$ cat src/rtl/core_sequencer_if.sv
// Instruction-memory fetch channel between the sequencer and imem.
//   imem_req   : fetch request (sequencer -> imem)
//   imem_addr  : fetch address (sequencer -> imem)
//   imem_rdata : 24-bit instruction word (imem -> sequencer)
//   imem_valid : rdata valid this cycle; only meaningful while imem_req=1
// master = sequencer side, slave = memory side.
interface core_sequencer_if #(
    parameter int PC_WIDTH = 8
);
    logic                imem_req;
    logic [PC_WIDTH-1:0] imem_addr;
    logic [23:0]         imem_rdata;
    logic                imem_valid;

    modport master (
        output imem_req,
        output imem_addr,
        input  imem_rdata,
        input  imem_valid
    );

    modport slave (
        input  imem_req,
        input  imem_addr,
        output imem_rdata,
        output imem_valid
    );
endinterface

$ cat src/rtl/core_sequencer.sv
// core_sequencer: multi-cycle control FSM for the ProtoCore datapath.
// Fetches an instruction into ir, lets the external decoder look at it, then
// runs EXECUTE/WRITEBACK for ALU ops, retires reserved opcodes as NOPs, and
// parks in HALTED on HALT until reset.
// Ports:
//   clk, rst      : clock, synchronous active-high reset
//   run           : level enable, looked at only on instruction boundaries
//   imem          : fetch channel (master side), imem_addr always equals pc
//   ir            : instruction register feeding the decoder
//   dec_*         : decoder outputs for the current ir
//   exec_en       : one-cycle ALU execute strobe
//   rf_we         : register-file write strobe (WRITEBACK only)
//   pc, halted    : program counter, sticky halt flag
//   state         : FSM state for debug
//   retired       : saturating count of completed non-HALT instructions
module core_sequencer #(
    parameter int PC_WIDTH    = 8,
    parameter int COUNT_WIDTH = 16
) (
    input  logic                   clk,
    input  logic                   rst,
    input  logic                   run,
    core_sequencer_if.master       imem,
    output logic [23:0]            ir,
    input  logic                   dec_alu_en,
    input  logic                   dec_write_en,
    input  logic                   dec_halt,
    output logic                   exec_en,
    output logic                   rf_we,
    output logic [PC_WIDTH-1:0]    pc,
    output logic                   halted,
    output logic [2:0]             state,
    output logic [COUNT_WIDTH-1:0] retired
);

    typedef enum logic [2:0] {
        S_IDLE      = 3'd0,
        S_FETCH     = 3'd1,
        S_DECODE    = 3'd2,
        S_EXECUTE   = 3'd3,
        S_WRITEBACK = 3'd4,
        S_HALTED    = 3'd5
    } state_t;

    localparam logic [PC_WIDTH-1:0]    PC_ONE  = 1;
    localparam logic [COUNT_WIDTH-1:0] CNT_ONE = 1;

    state_t state_q;
    state_t state_d;
    logic   retire;

    // State register
    always_ff @(posedge clk) begin
        if (rst) state_q <= S_IDLE;
        else     state_q <= state_d;
    end

    // Next-state logic; codes 6/7 fall into the default and recover to IDLE
    always_comb begin
        state_d = S_IDLE;
        case (state_q)
            S_IDLE:      state_d = run ? S_FETCH : S_IDLE;
            S_FETCH:     state_d = imem.imem_valid ? S_DECODE : S_FETCH;
            S_DECODE: begin
                if (dec_halt)        state_d = S_HALTED;
                else if (dec_alu_en) state_d = S_EXECUTE;
                else                 state_d = run ? S_FETCH : S_IDLE;
            end
            S_EXECUTE:   state_d = S_WRITEBACK;
            S_WRITEBACK: state_d = run ? S_FETCH : S_IDLE;
            S_HALTED:    state_d = S_HALTED;
            default:     state_d = S_IDLE;
        endcase
    end

    // Moore output decode
    always_comb begin
        imem.imem_req = (state_q == S_FETCH);
        exec_en       = (state_q == S_EXECUTE);
        rf_we         = (state_q == S_WRITEBACK) && dec_write_en;
        halted        = (state_q == S_HALTED);
    end

    // An instruction retires either at WRITEBACK or straight out of DECODE
    // when it is a reserved opcode (neither HALT nor ALU).
    assign retire = (state_q == S_WRITEBACK) ||
                    ((state_q == S_DECODE) && !dec_halt && !dec_alu_en);

    // ir only loads on the accepting fetch edge, so it stays put from
    // DECODE through WRITEBACK and the decoder outputs stay stable.
    always_ff @(posedge clk) begin
        if (rst) begin
            pc      <= '0;
            ir      <= '0;
            retired <= '0;
        end else begin
            if (state_q == S_FETCH && imem.imem_valid)
                ir <= imem.imem_rdata;
            if (retire) begin
                pc <= pc + PC_ONE;                 // wraps naturally
                if (retired != '1)
                    retired <= retired + CNT_ONE;  // saturate, never wrap
            end
        end
    end

    assign imem.imem_addr = pc;
    assign state          = state_q;

endmodule

$ cat src/flat_wrapper.sv
// flat-port wrapper written by rule: the top's interface ports become plain ports
module core_sequencer_flat 
#(
    parameter int PC_WIDTH    = 8,
    parameter int COUNT_WIDTH = 16
)
  (clk, rst, run, ir, dec_alu_en, dec_write_en, dec_halt, exec_en, rf_we, pc, halted, state, retired, imem_imem_req, imem_imem_addr, imem_imem_rdata, imem_imem_valid);
  core_sequencer_if #(.PC_WIDTH(PC_WIDTH)) imem_i ();
  input  logic clk;
  input  logic rst;
  input  logic run;
  output logic [23:0] ir;
  input  logic dec_alu_en;
  input  logic dec_write_en;
  input  logic dec_halt;
  output logic exec_en;
  output logic rf_we;
  output logic [PC_WIDTH-1:0] pc;
  output logic halted;
  output logic [2:0] state;
  output logic [COUNT_WIDTH-1:0] retired;
  output wire logic [$bits(imem_i.imem_req)-1:0] imem_imem_req;
  output wire logic [$bits(imem_i.imem_addr)-1:0] imem_imem_addr;
  input wire logic [$bits(imem_i.imem_rdata)-1:0] imem_imem_rdata;
  input wire logic [$bits(imem_i.imem_valid)-1:0] imem_imem_valid;
  assign imem_imem_req = imem_i.imem_req;
  assign imem_imem_addr = imem_i.imem_addr;
  assign imem_i.imem_rdata = imem_imem_rdata;
  assign imem_i.imem_valid = imem_imem_valid;
  core_sequencer #(.PC_WIDTH(PC_WIDTH), .COUNT_WIDTH(COUNT_WIDTH)) u_core (.clk(clk), .rst(rst), .run(run), .imem(imem_i), .ir(ir), .dec_alu_en(dec_alu_en), .dec_write_en(dec_write_en), .dec_halt(dec_halt), .exec_en(exec_en), .rf_we(rf_we), .pc(pc), .halted(halted), .state(state), .retired(retired));
endmodule
$ cat config.mk
export PLATFORM = sky130hd
export DESIGN_NAME = core_sequencer_flat
export DESIGN_NICKNAME = d
export VERILOG_FILES = /design/src/rtl/core_sequencer_if.sv /design/src/rtl/core_sequencer.sv /design/src/flat_wrapper.sv
export SDC_FILE = /design/constraint.sdc
export NUM_CORES = 1
export LEC_CHECK = 0
export BUFFER_PORTS_ARGS = -buffer_cell sky130_fd_sc_hd__buf_2
export CELL_PAD_IN_SITES_DETAIL_PLACEMENT = 0
export CELL_PAD_IN_SITES_GLOBAL_PLACEMENT = 1
export CORE_ASPECT_RATIO = 0.6
export CORE_MARGIN = 3
export CORE_UTILIZATION = 37
export DETAILED_ROUTE_END_ITERATION = 12
export PLACE_DENSITY_LB_ADDON = 0.1
export SLEW_MARGIN = 20
export SYNTH_ARGS = -nofsm -noshare
export SYNTH_HDL_FRONTEND = slang
export SYNTH_SLANG_ARGS = --single-unit
$ cat constraint.sdc
create_clock -name clk -period 4.6 [get_ports clk]
set_input_delay 1.15 -clock clk [delete_from_list [all_inputs] [get_ports clk]]
set_output_delay 1.15 -clock clk [all_outputs]
set_load 0.01 [all_outputs]
==> flow_summary_export.csv <==
group,metric,value,unit
status,outcome,"completed",
timing,fin_worst_skew,0.004061,ns
synthesis,ys.flop_type,"dfxtp_1",
timing,finalSetupTns,0,ns
worst_setup_path,crit_fanout,14,
timing,min_period,2.737,ns
synthesis,yosysSeqAreaShare,42.41,%
final_layout,final-seq-area,1021,µm²
synthesis,syn_avg_cell_area,8.244,µm²
synthesis,syn-instance-count,292,
synthesis,ys_types,50,
timing,drv_slew,0,
floorplanning,boundaryPins,94,
final_layout,stdcell_area,2940,µm²
global_route,globalRoute.totalOverflow,0,
place,port_buffers,93,
worst_setup_path,reg2reg_from,"u_core.retired[0]",
synthesis,ys_ff_latch,51,
timing,setup_violations,0,
worst_setup_path,reg2reg_depth,5,
global_route,track_usage,16.38,%
detailed_routing,detail-route-antenna-nets,0,
worst_hold_path,hp-class,"reg2reg",
clock_tree,insertion_delay,0.29,ns
detailed_routing,routed-via-count,2238,
final_layout,finalNetCount,401,
timing,hold_viol_final,0,
place,place_congestion,0.7763,
detailed_routing,wire_per_inst,13.73,µm
floorplanning,core_area,6193,µm²
clock_tree,clk_pin_slew,0.09,ns
detailed_routing,via_per_inst,4.951,
power,powerDensity,271.3,nW/µm²
clock_tree,cts_resized,0,
synthesis,ys_warn_count,0,
power,power.leakage,1.283,nW
synthesis,synth_edf_count,0,
synthesis,ys_async_sr_fraction,0,%
worst_setup_path,start_kind,"input port",
place,dpl_cell_area,2853,µm²
worst_hold_path,min_from,"u_core.ir[17]",
worst_setup_path,endpoint_kind,"flip-flop",
worst_setup_path,reg2reg_slack,2.17,ns
floorplanning,die_w,110.1,µm
clock_tree,htreeDepth,2,
place,pre_cts_ws,1.559,ns
synthesis,syn_nets,325,
power,total_power,797.7,µW
floorplanning,die_area,7542,µm²
clock_tree,clock_path_buffers,2,
final_layout,multi_input_area,1227,µm²
timing,slew_headroom,36.62,%
worst_hold_path,min_path_cells,2,
global_route,grt_pass1_wl,9646,µm
final_layout,fillers,636,
detailed_routing,drt-initial-drc-count,95,
worst_setup_path,r2r_end,"u_core.retired[5]",
global_route,antenna_found_initial,0,
final_layout,area_growth,22.14,%
detailed_routing,first_pass_iters,4,
clock_tree,cts_tree,"done",
final_layout,drive_above_1_share,30.98,%
timing,fmax,365.4,MHz
worst_setup_path,path_class,"in2reg",
final_layout,antenna_cells,0,
detailed_routing,route.detailed.drc,0,
clock_tree,clk_root_buffer_cell,"clkbuf_8",
synthesis,netlist_area,2407,µm²
detailed_routing,drt_wl_total,6208,µm
floorplanning,die_y,68.48,µm
clock_tree,cts_sinks,51,
flow_run,cap_violations,0,
floorplanning,core.rowCount,22,
clock_tree,postCtsSetupBuffers,0,
power,ir_drop,0.0001360,V
global_route,grt_max_degree,31,
place,dp_hpwl,4472,µm
global_route,grt_pass1_vias,1922,
clock_tree,holdBufCountCts,0,
timing,fin_crit_sh,59.50,%
timing,grt_setup_unrepaired,"false",
worst_setup_path,critPathRequiredTime,4.79,ns
worst_hold_path,min_to,"u_core.ir[17]",
clock_tree,cts_inserted_buffers,5,
worst_setup_path,worst-endpoint-arrival,2.93,ns
timing,setup_ws,1.863,ns
timing,hold_slack,0.4562,ns
timing,worst_pin_slew,0.9436,ns
floorplanning,start_util,38.87,%
==> critical path: stages <==
cell and delay, ns:
buf_2 0.11, or4b_4 0.56, a21o_1 0.37, nor4_1 0.36, mux2_2 0.37
==> through the flow <==
step,util (%),cells
2_1_floorplan,-,292
3_3_place_gp,46.06,445
3_5_place_dp,46.06,445
4_1_cts,47.47,452
5_1_grt,47.47,452
6_report,47.47,452
==> routing by layer <==
layer | vias up | track usage [%] | share of wire [%]
met5 | - | 0 | 0
met4 | 0 | 2.304 | 0.31
met3 | 2 | 5.749 | 8.0
met2 | 57 | 21.98 | 39
met1 | 1014 | 25.11 | 53
li1 | 1165 | - | -
==> logic make-up (layout without fill, tap and decap cells) <==
family | after synthesis | count (layout) | synth area share, %
AO/OA/AOI/OAI | 59 | 59 | 15.23
XOR/XNOR | 3 | 3 | 1.092
adder cells (fa/ha/maj) | 2 | 2 | 1.039
buffers and inverters | 32 | 108 | 6.965
flip-flops | 51 | 51 | 42.41
multiplexers | 11 | 11 | 5.042
AND/OR/NAND/NOR | 134 | 134 | 28.22
==> layout by cell type (no fill, tap or decap), drive strengths merged, types with 4 or more instances in the layout <==
cell type and count:
buf 94, nand2 62, dfxtp 51, a21oi 33
nor2 17, nor2b 10, mux2 9, nand4 8
inv 7, nor3 6, o31ai 6, or4 6
a211oi 6, clkbuf 6, nand3 4, nor4 4
==> cell usage after synthesis (all sizes together), types with 3 or more instances <==
cell type	instances	area [µm²]
nand2	62	232.7
dfxtp	51	1021
a21oi	33	168.9
nor2	17	63.81
buf	15	103.9
clkbuf	10	37.54
nor2b	10	62.56
mux2	9	101.4
nand4	8	50.05
inv	7	26.28
a211oi	6	45.04
nor3	6	30.03
o31ai	6	45.04
or4	6	45.04
nand3	4	20.02
nor4	4	46.29
and2	3	18.77
and3	3	18.77
o21ai	3	15.01
==> cell type report <==
cell class | count | area share [%]
multi-input combinational | 209 | 41.74
clock inverter | 1 | 0.1702
tap | 84 | 3.574
timing repair buffer | 94 | 16.09
inverter | 7 | 0.8936
sequential | 51 | 34.72
clock buffer | 6 | 2.809
==> flip-flops by register name, summed over array words and instances, names as in the netlist <==
register,count
u_core.imem.imem_addr,8
u_core.ir,24
u_core.retired,16
u_core.state,3
==> where the power goes <==
group / total, mW / internal, mW / leakage (nW) / switching, mW
logic: 0.0764 / 0.0312 / 0.824 / 0.0452
clock network: 0.259 / 0.118 / 0.0470 / 0.140
registers: 0.462 / 0.453 / 0.413 / 0.00949
total: 0.798 / 0.603 / 1.28 / 0.195
==> worst max-delay path by stage <==
| stage | start | end | slack [ns] | cells past startpoint |
|---|---|---|---|---|
| final | dec_alu_en | u_core.imem.imem_addr[7] | 1.86 | 5 |
| after global placement | dec_alu_en | u_core.imem.imem_addr[7] | 1.57 | 5 |
| after floorplan | dec_alu_en | u_core.retired[15] | 1.83 | 5 |
| after global routing | dec_alu_en | u_core.imem.imem_addr[7] | 1.81 | 5 |
| after detailed placement | dec_alu_en | u_core.imem.imem_addr[7] | 1.56 | 5 |
| after CTS | dec_alu_en | u_core.imem.imem_addr[7] | 1.87 | 5 |
No activity file was read; power rests on OpenSTA's default activity.
